### config.mk
export PLATFORM = sky130hd
export DESIGN_NAME = uart_tx_arbiter
export DESIGN_NICKNAME = d
export VERILOG_FILES = /design/src/rtl/uart_tx_arbiter.sv
export SDC_FILE = /design/constraint.sdc
export NUM_CORES = 1
export LEC_CHECK = 0
export ABC_AREA = 0
export BUFFER_PORTS_ARGS = -buffer_cell sky130_fd_sc_hd__buf_2
export CAP_MARGIN = 20
export CORE_MARGIN = 5
export CORE_UTILIZATION = 59
export CTS_CLUSTER_SIZE = 28
export DETAILED_ROUTE_END_ITERATION = 10
export HOLD_SLACK_MARGIN = 0.08
export PLACE_DENSITY_LB_ADDON = 0.25
export SLEW_MARGIN = 30
export SYNTH_ARGS = -nofsm -noshare
export SYNTH_HDL_FRONTEND = slang
export SYNTH_SLANG_ARGS = --single-unit
### constraint.sdc
create_clock -name clk -period 3.7 [get_ports clk]
set_clock_uncertainty 0.1 [all_clocks]
set_input_delay 0.37 -clock clk [delete_from_list [all_inputs] [get_ports clk]]
set_output_delay 0.37 -clock clk [all_outputs]
set_load 0.005 [all_outputs]
### src/rtl/uart_tx_arbiter.sv
// Round-robin arbiter sharing one UART byte transmitter between two byte sources.
// Launches a byte with a one-cycle send_en, waits for tx_done, and abandons it on watchdog expiry.
module uart_tx_arbiter #(
    parameter int TIMEOUT = 1000000
) (
    input  logic       clk,
    input  logic       rst_n,
    input  logic       req0,
    input  logic [7:0] data0,
    output logic       gnt0,
    output logic       done0,
    input  logic       req1,
    input  logic [7:0] data1,
    output logic       gnt1,
    output logic       done1,
    output logic [7:0] tx_data,
    output logic       send_en,
    input  logic       tx_done,
    output logic       busy,
    output logic       timeout_err
);

    localparam int CNT_W = (TIMEOUT > 1) ? $clog2(TIMEOUT) : 1;
    localparam logic [CNT_W-1:0] CNT_MAX = CNT_W'(TIMEOUT - 1);

    typedef enum logic [1:0] {
        ST_IDLE,
        ST_SEND,
        ST_WAIT
    } state_e;

    state_e           state_q, state_d;
    logic             owner_q, owner_d;
    logic             last_grant_q, last_grant_d;
    logic [CNT_W-1:0] cnt_q, cnt_d;

    logic [7:0] tx_data_q, tx_data_d;
    logic       send_en_q, send_en_d;
    logic       gnt0_q, gnt0_d;
    logic       gnt1_q, gnt1_d;
    logic       done0_q, done0_d;
    logic       done1_q, done1_d;
    logic       timeout_err_q, timeout_err_d;
    logic       busy_q, busy_d;

    logic any_req;
    logic sel;
    logic wd_expired;

    // On a tie the requester that did not win last time is chosen.
    assign any_req    = req0 | req1;
    assign sel        = (req0 & req1) ? ~last_grant_q : req1;
    assign wd_expired = (cnt_q == CNT_MAX);

    // NOTE: sequential state uses non-blocking assignments so every register samples pre-edge values.
    always_ff @(posedge clk or negedge rst_n) begin
        if (!rst_n) begin
            state_q       <= ST_IDLE;
            owner_q       <= 1'b0;
            last_grant_q  <= 1'b1;
            cnt_q         <= '0;
            tx_data_q     <= 8'h00;
            send_en_q     <= 1'b0;
            gnt0_q        <= 1'b0;
            gnt1_q        <= 1'b0;
            done0_q       <= 1'b0;
            done1_q       <= 1'b0;
            timeout_err_q <= 1'b0;
            busy_q        <= 1'b0;
        end else begin
            state_q       <= state_d;
            owner_q       <= owner_d;
            last_grant_q  <= last_grant_d;
            cnt_q         <= cnt_d;
            tx_data_q     <= tx_data_d;
            send_en_q     <= send_en_d;
            gnt0_q        <= gnt0_d;
            gnt1_q        <= gnt1_d;
            done0_q       <= done0_d;
            done1_q       <= done1_d;
            timeout_err_q <= timeout_err_d;
            busy_q        <= busy_d;
        end
    end

    // NOTE: every combinational output gets a default first, so no path can infer a latch.
    always_comb begin
        state_d      = state_q;
        owner_d      = owner_q;
        last_grant_d = last_grant_q;
        cnt_d        = cnt_q;
        unique case (state_q)
            ST_IDLE: begin
                if (any_req) begin
                    state_d      = ST_SEND;
                    owner_d      = sel;
                    last_grant_d = sel;
                end
            end
            ST_SEND: begin
                state_d = ST_WAIT;
                cnt_d   = '0;
            end
            ST_WAIT: begin
                if (tx_done || wd_expired) begin
                    state_d = ST_IDLE;
                end else begin
                    cnt_d = cnt_q + CNT_W'(1);
                end
            end
            default: state_d = ST_IDLE;
        endcase
    end

    // tx_done beats the watchdog when both land in the same WAIT cycle.
    always_comb begin
        tx_data_d     = tx_data_q;
        send_en_d     = 1'b0;
        gnt0_d        = 1'b0;
        gnt1_d        = 1'b0;
        done0_d       = 1'b0;
        done1_d       = 1'b0;
        timeout_err_d = 1'b0;
        busy_d        = (state_d != ST_IDLE);
        unique case (state_q)
            ST_IDLE: begin
                if (any_req) begin
                    tx_data_d = sel ? data1 : data0;
                    send_en_d = 1'b1;
                    gnt0_d    = ~sel;
                    gnt1_d    = sel;
                end
            end
            ST_WAIT: begin
                if (tx_done) begin
                    done0_d = ~owner_q;
                    done1_d = owner_q;
                end else if (wd_expired) begin
                    timeout_err_d = 1'b1;
                end
            end
            default: ;
        endcase
    end

    assign tx_data     = tx_data_q;
    assign send_en     = send_en_q;
    assign gnt0        = gnt0_q;
    assign gnt1        = gnt1_q;
    assign done0       = done0_q;
    assign done1       = done1_q;
    assign timeout_err = timeout_err_q;
    assign busy        = busy_q;

endmodule

Word-level counts from Yosys, hierarchy flattened
Index checks and enable logic that the tools add are counted.
{"block": "word_totals", "out_inout_bits": 15, "word_cells": 48, "inputBits": 21, "register_bits": 39}
{"block": "classes", "muxes": 20, "bitwise": 5, "n_reduce_logical": 6, "eq_ne": 4, "addsub": 1}
{"cell": "one-hot mux 20 bit (2 select lines)", "count": 1}
{"cell": "adder 20 x 1 -> 20 bit (second input constant)", "count": 1}
{"cell": "equality test 20 bit (second input constant)", "count": 1}
{"cell": "two-way mux 20 bit", "count": 1}
{"cell": "two-way mux 1 bit", "count": 14}
{"cell": "two-way mux 8 bit", "count": 1}
{"cell": "one-hot mux 2 bit (3 select lines)", "count": 1}
{"cell": "two-way mux 2 bit", "count": 2}
{"cell": "AND reduction 2 bit", "count": 2}
{"cell": "nonzero test 2 bit", "count": 2}
{"cell": "NOT 1 bit", "count": 3}
{"cell": "equality test 2 x 1 -> 1 bit (second input constant)", "count": 1}
{"cell": "equality test 2 bit (second input constant)", "count": 1}
{"cell": "logical NOT 2 bit", "count": 1}
{"cell": "inequality test 2 bit (second input constant)", "count": 1}
{"cell": "AND 1 bit", "count": 1}
{"cell": "logical OR 1 bit", "count": 1}
{"cell": "bitwise OR 1 bit", "count": 1}

Depth between registers and ports, before layout
{"block": "depth", "depth_word": 5, "mapped_depth": 6, "ltp_nobuf": 5}

Worst setup path after synthesis
Ideal clock, no wire load.
{"block": "synth_timing", "kind": "reg2reg", "start": "reg cnt_q[0]", "end": "reg cnt_q[12]", "synth_period_minus_slack_ns": 1.756, "arrival_time_ns": 1.570, "path_stages_with_launch": 7, "setup_slack_ns": 1.944, "cell_sequence": "dfrtp_1 ha_1 nand3_2 or2_1 buf_2 o31a_4 o221ai_2"}
{"block": "synth_via", "elab_chain_len": 4, "word_cells_on_any_way": 7}
{"element": "from (decl)", "line_no": "35", "text": "logic [CNT_W-1:0] cnt_q, cnt_d;"}
{"element": "from (signal assigned)", "line_no": "74", "text": "cnt_q <= cnt_d;"}
{"element": "parallel branches: the longest is 4 deep, another holds adder 20 x 1 -> 20 bit"}
Several ways; the timed one is not identified. The select of a mux whose other input is x is not followed.
A chain may end at the register's enable or synchronous reset.

Worst setup path in the final report
{"block": "layout_timing", "start": "reg state_q[1]", "end": "reg cnt_q[13]"}
{"block": "layout_via", "elab_chain_len": 3, "word_cells_on_any_way": 6}
{"element": "from (decl)", "line_no": "32", "text": "state_e state_q, state_d;"}
{"element": "from (signal assigned)", "line_no": "71", "text": "state_q <= state_d;"}
{"element": "equality test 2 bit / equality test 2 x 1 -> 1 bit (equally long branches)", "line_no": "92", "text": "unique case (state_q)"}
{"element": "inequality test 2 bit (no line) / nonzero test 2 bit (equally long branches)"}
{"element": "AND reduction 2 bit (no line)"}
Parallel ways exist; a longest one is shown, timed or not.

==> impl_results.md <==
* Worst Reg-to-Reg Cells at 4
* Max cap viols at 0
* Starting density of the core at 59.6%
* Overflow after GRT at 0
* Worst R2R Start: state_q[1]
* Slowest CP cell: nor3b_2
* Syn_area_per_cell at 10.2 um^2
* Post-Synthesis Cell Area at 1960 um^2
* Leak at 1.11 nW
* CTS Buf Count at 5
* Buffers & Inverters on Critical Path at 0
* Slew of the pin with the lowest slew margin at slightly above 0.8 ns
* Final wirelength at roughly 4.2 mm
* Worst path top cell family by delay: simple AND/OR/NAND/NOR gates
* Worst-path cell chain: nor3b_2, nand2_1, o311ai_0, o41ai_1
* Die area at 4570 um^2
* Fin. max-slew vios at 0
* Ports at 36
* Final WS setup at 1.32 ns
* Area of the multi-input gates at 913 um^2
* Final core utilization at 68.9%
* Crit Path Class: flop to flop
* Starting DRT DRC Count at 174
* Final setup viols at 0
* Status: complete, no violations
* Power Density at around 540 nW/um^2
* Hold depth at 3
* CTS root buffer: clkbuf_4
* Nets at 249
* Clock buffer depth at 2
* Die Y at between 60 and 70 um
* Initial antenna violation count at 0
* Clock Latency Late Sink at 0.35 ns
* Seq/Total Area, Yosys at 49.9%
* Slowest stage delay, CP at 0.75 ns
* Design area at 2260 um^2
* Resized cells post-CTS at 0
* Largest net degree at the start of global routing at 40
* Port bufs at 35
* Post-synth EDFFs at 0
* Synth cell count leaders: dfrtp_1 (38), nand2_1 (27), mux2i_1 (17)
* Post-CTS Hold Buffers at 1
* Period minus WS final at 2.38 ns
* Area share of the largest cell type after synthesis at 48.6%
* Worst min path class: input pin to flop
* ANT cells at 0
* F_max at 0.421 GHz
* Post-synth top area cell: dfrtp_1
* Hold_sp: tx_done
* Yosys synthesis warning count at 0
* Period utilization at 64.3%
* Synth top area cells: dfrtp_1 (49%), mux2i_1 (8.7%), nand2_1 (5.2%), o21ai_0 (3.1%), nand4_1 (2.9%)
* Vias in the first global route at 1642
* Syn nets at 213
* Post CTS Setup Buffer Count at 0
* Syn-to-layout area delta at 15.7%
* Max_slew headroom at 44.3%
* Final Hold Fails at 0
* Via count at 1613
* Drt wl/cell at 15.4 um
* Vias per cell at 5.89
* Sequential Area at 977 um^2
* Critical Path AT at roughly 2.5 ns
* Ys async rst share at 100%
* RR Endpoint: cnt_q[13]
* Critical path required time at 3.82 ns
* Share of cells above drive strength 1 at 25.4%
* DPL Wire Length at between 3 and 4 mm
* VDD IR max at 449 uV
* CP Max Fanout at 13
* TritonCTS clock tree: built
* DP Area at roughly 2200 um^2
* Post-synth cell types at between 40 and 50
* Top-count cell post-synth: dfrtp_1
* First-pass GRT wire length at 7.32 mm
* Floorplan core area at 3280 um^2
* DP Cell Count at 264
* Drt first pass iters at 4
* R2r setup slk at 1.32 ns
* Post-Syn Instances at 191
* TNS Setup at 0 ns
* Non-filler instance count after layout at 274
* All-Layer GR Usage at a little over a fifth
* DRC Markers at 0
* Setup crit start kind: flop
* H-tree Lvls at 2
* FF+latch count, synth at 39
* Num rows at 21
* RSZ-0062 raised after global routing: no
* Fill cell total of the finished layout at between 200 and 300
* Die extent in x at 67.6 um
* Setup crit end kind: flop
* RD Place Congestion at 0.911
* Hold Path Sink: done0
* Post-DRT Antenna Nets at 0
* Synth Flop Type: dfrtp_1
* Worst slack at placement at around 1.5 ns
* Clock slew at reported path FFs at 0.11 ns
* CTS Sinks at 39
[report_power, final]
group          total (W)  leakage, nW  switching (W)  internal [W]
sequential      0.000597        0.515      0.0000687      0.000529
clock           0.000247       0.0386       0.000135      0.000112
combinational   0.000370        0.556       0.000216      0.000154
[placed cells by master, fill, tap and decap left out, drive strengths merged, types with 2 or more instances in the layout]
master   n
nor4     3
dfrtp   38
o41ai    2
nand4   10
clkbuf   8
nand2   27
a21o     3
nor2b    5
o211ai   4
a21oi    3
buf     37
mux2i   17
nor3     3
and2     3
nand3    9
inv      7
o21ai   13
o31ai    2
nor2     5
nor4b    2
o311ai   2
or3      2
and3     7
[kinds of logic (layout without fill, tap and decap cells)]
family | after synthesis | in the layout | synth area share (%)
AND/OR/NAND/NOR | 81 | 81 | 23.2
flip-flops | 39 | 39 | 49.9
AO/OA/AOI/OAI | 37 | 37 | 13.9
multiplexers | 17 | 17 | 8.70
buffers and inverters | 16 | 53 | 3.58
adder cells (fa/ha/maj) | 1 | 1 | 0.639
[worst max path at each step]
stage                endpoint  cells past startpoint        from  slack [ns]
finish              cnt_q[13]                      4  state_q[1]        1.32
global route        cnt_q[13]                      4  state_q[1]        1.13
CTS                 cnt_q[13]                      4  state_q[1]        1.43
detailed placement  cnt_q[13]                      4  state_q[1]        1.46
global placement    cnt_q[15]                      4  state_q[1]        1.61
floorplan           cnt_q[12]                      6    cnt_q[0]        1.94
[cell type report]
class / instances / area share, %
Sequential cell: 39 / 43.2
Inverter: 7 / 1.16
Tap cell: 46 / 2.54
Timing Repair Buffer: 38 / 9.73
Clock buffer: 8 / 3.04
Multi-Input combinational cell: 136 / 40.4
[worst min-delay path: stages]
cell	delay, ns
buf_2	0.13
nand2_1	0.06
nor2_1	0.04
[per-stage QoR]
step | total power (W) | hold slack [ns]
after floorplan | 0.000839 | -0.0256
after global placement | 0.000951 | 0.360
after detailed placement | 0.000977 | 0.365
after CTS | 0.00122 | 0.178
after global routing | 0.00131 | 0.154
final | 0.00121 | 0.182
[registers in the layout, indices dropped and copies added (netlist names)]
register      count
busy              1
cnt_q            20
done0             1
done1             1
gnt0              1
gnt1              1
last_grant_q      1
owner_q           1
send_en           1
state_q           2
timeout_err       1
tx_data           8
[layer usage]
| layer | track usage (%) | up-vias | routed length [um] |
|---|---|---|---|
| li1 | - | 767 | - |
| met1 | 25.7 | 787 | 1730 |
| met2 | 37.3 | 53 | 2220 |
| met3 | 7.15 | 6 | 220 |
| met4 | 7.59 | 0 | 45 |
| met5 | 0 | - | 0 |
Power figures use the tool's default switching activity.
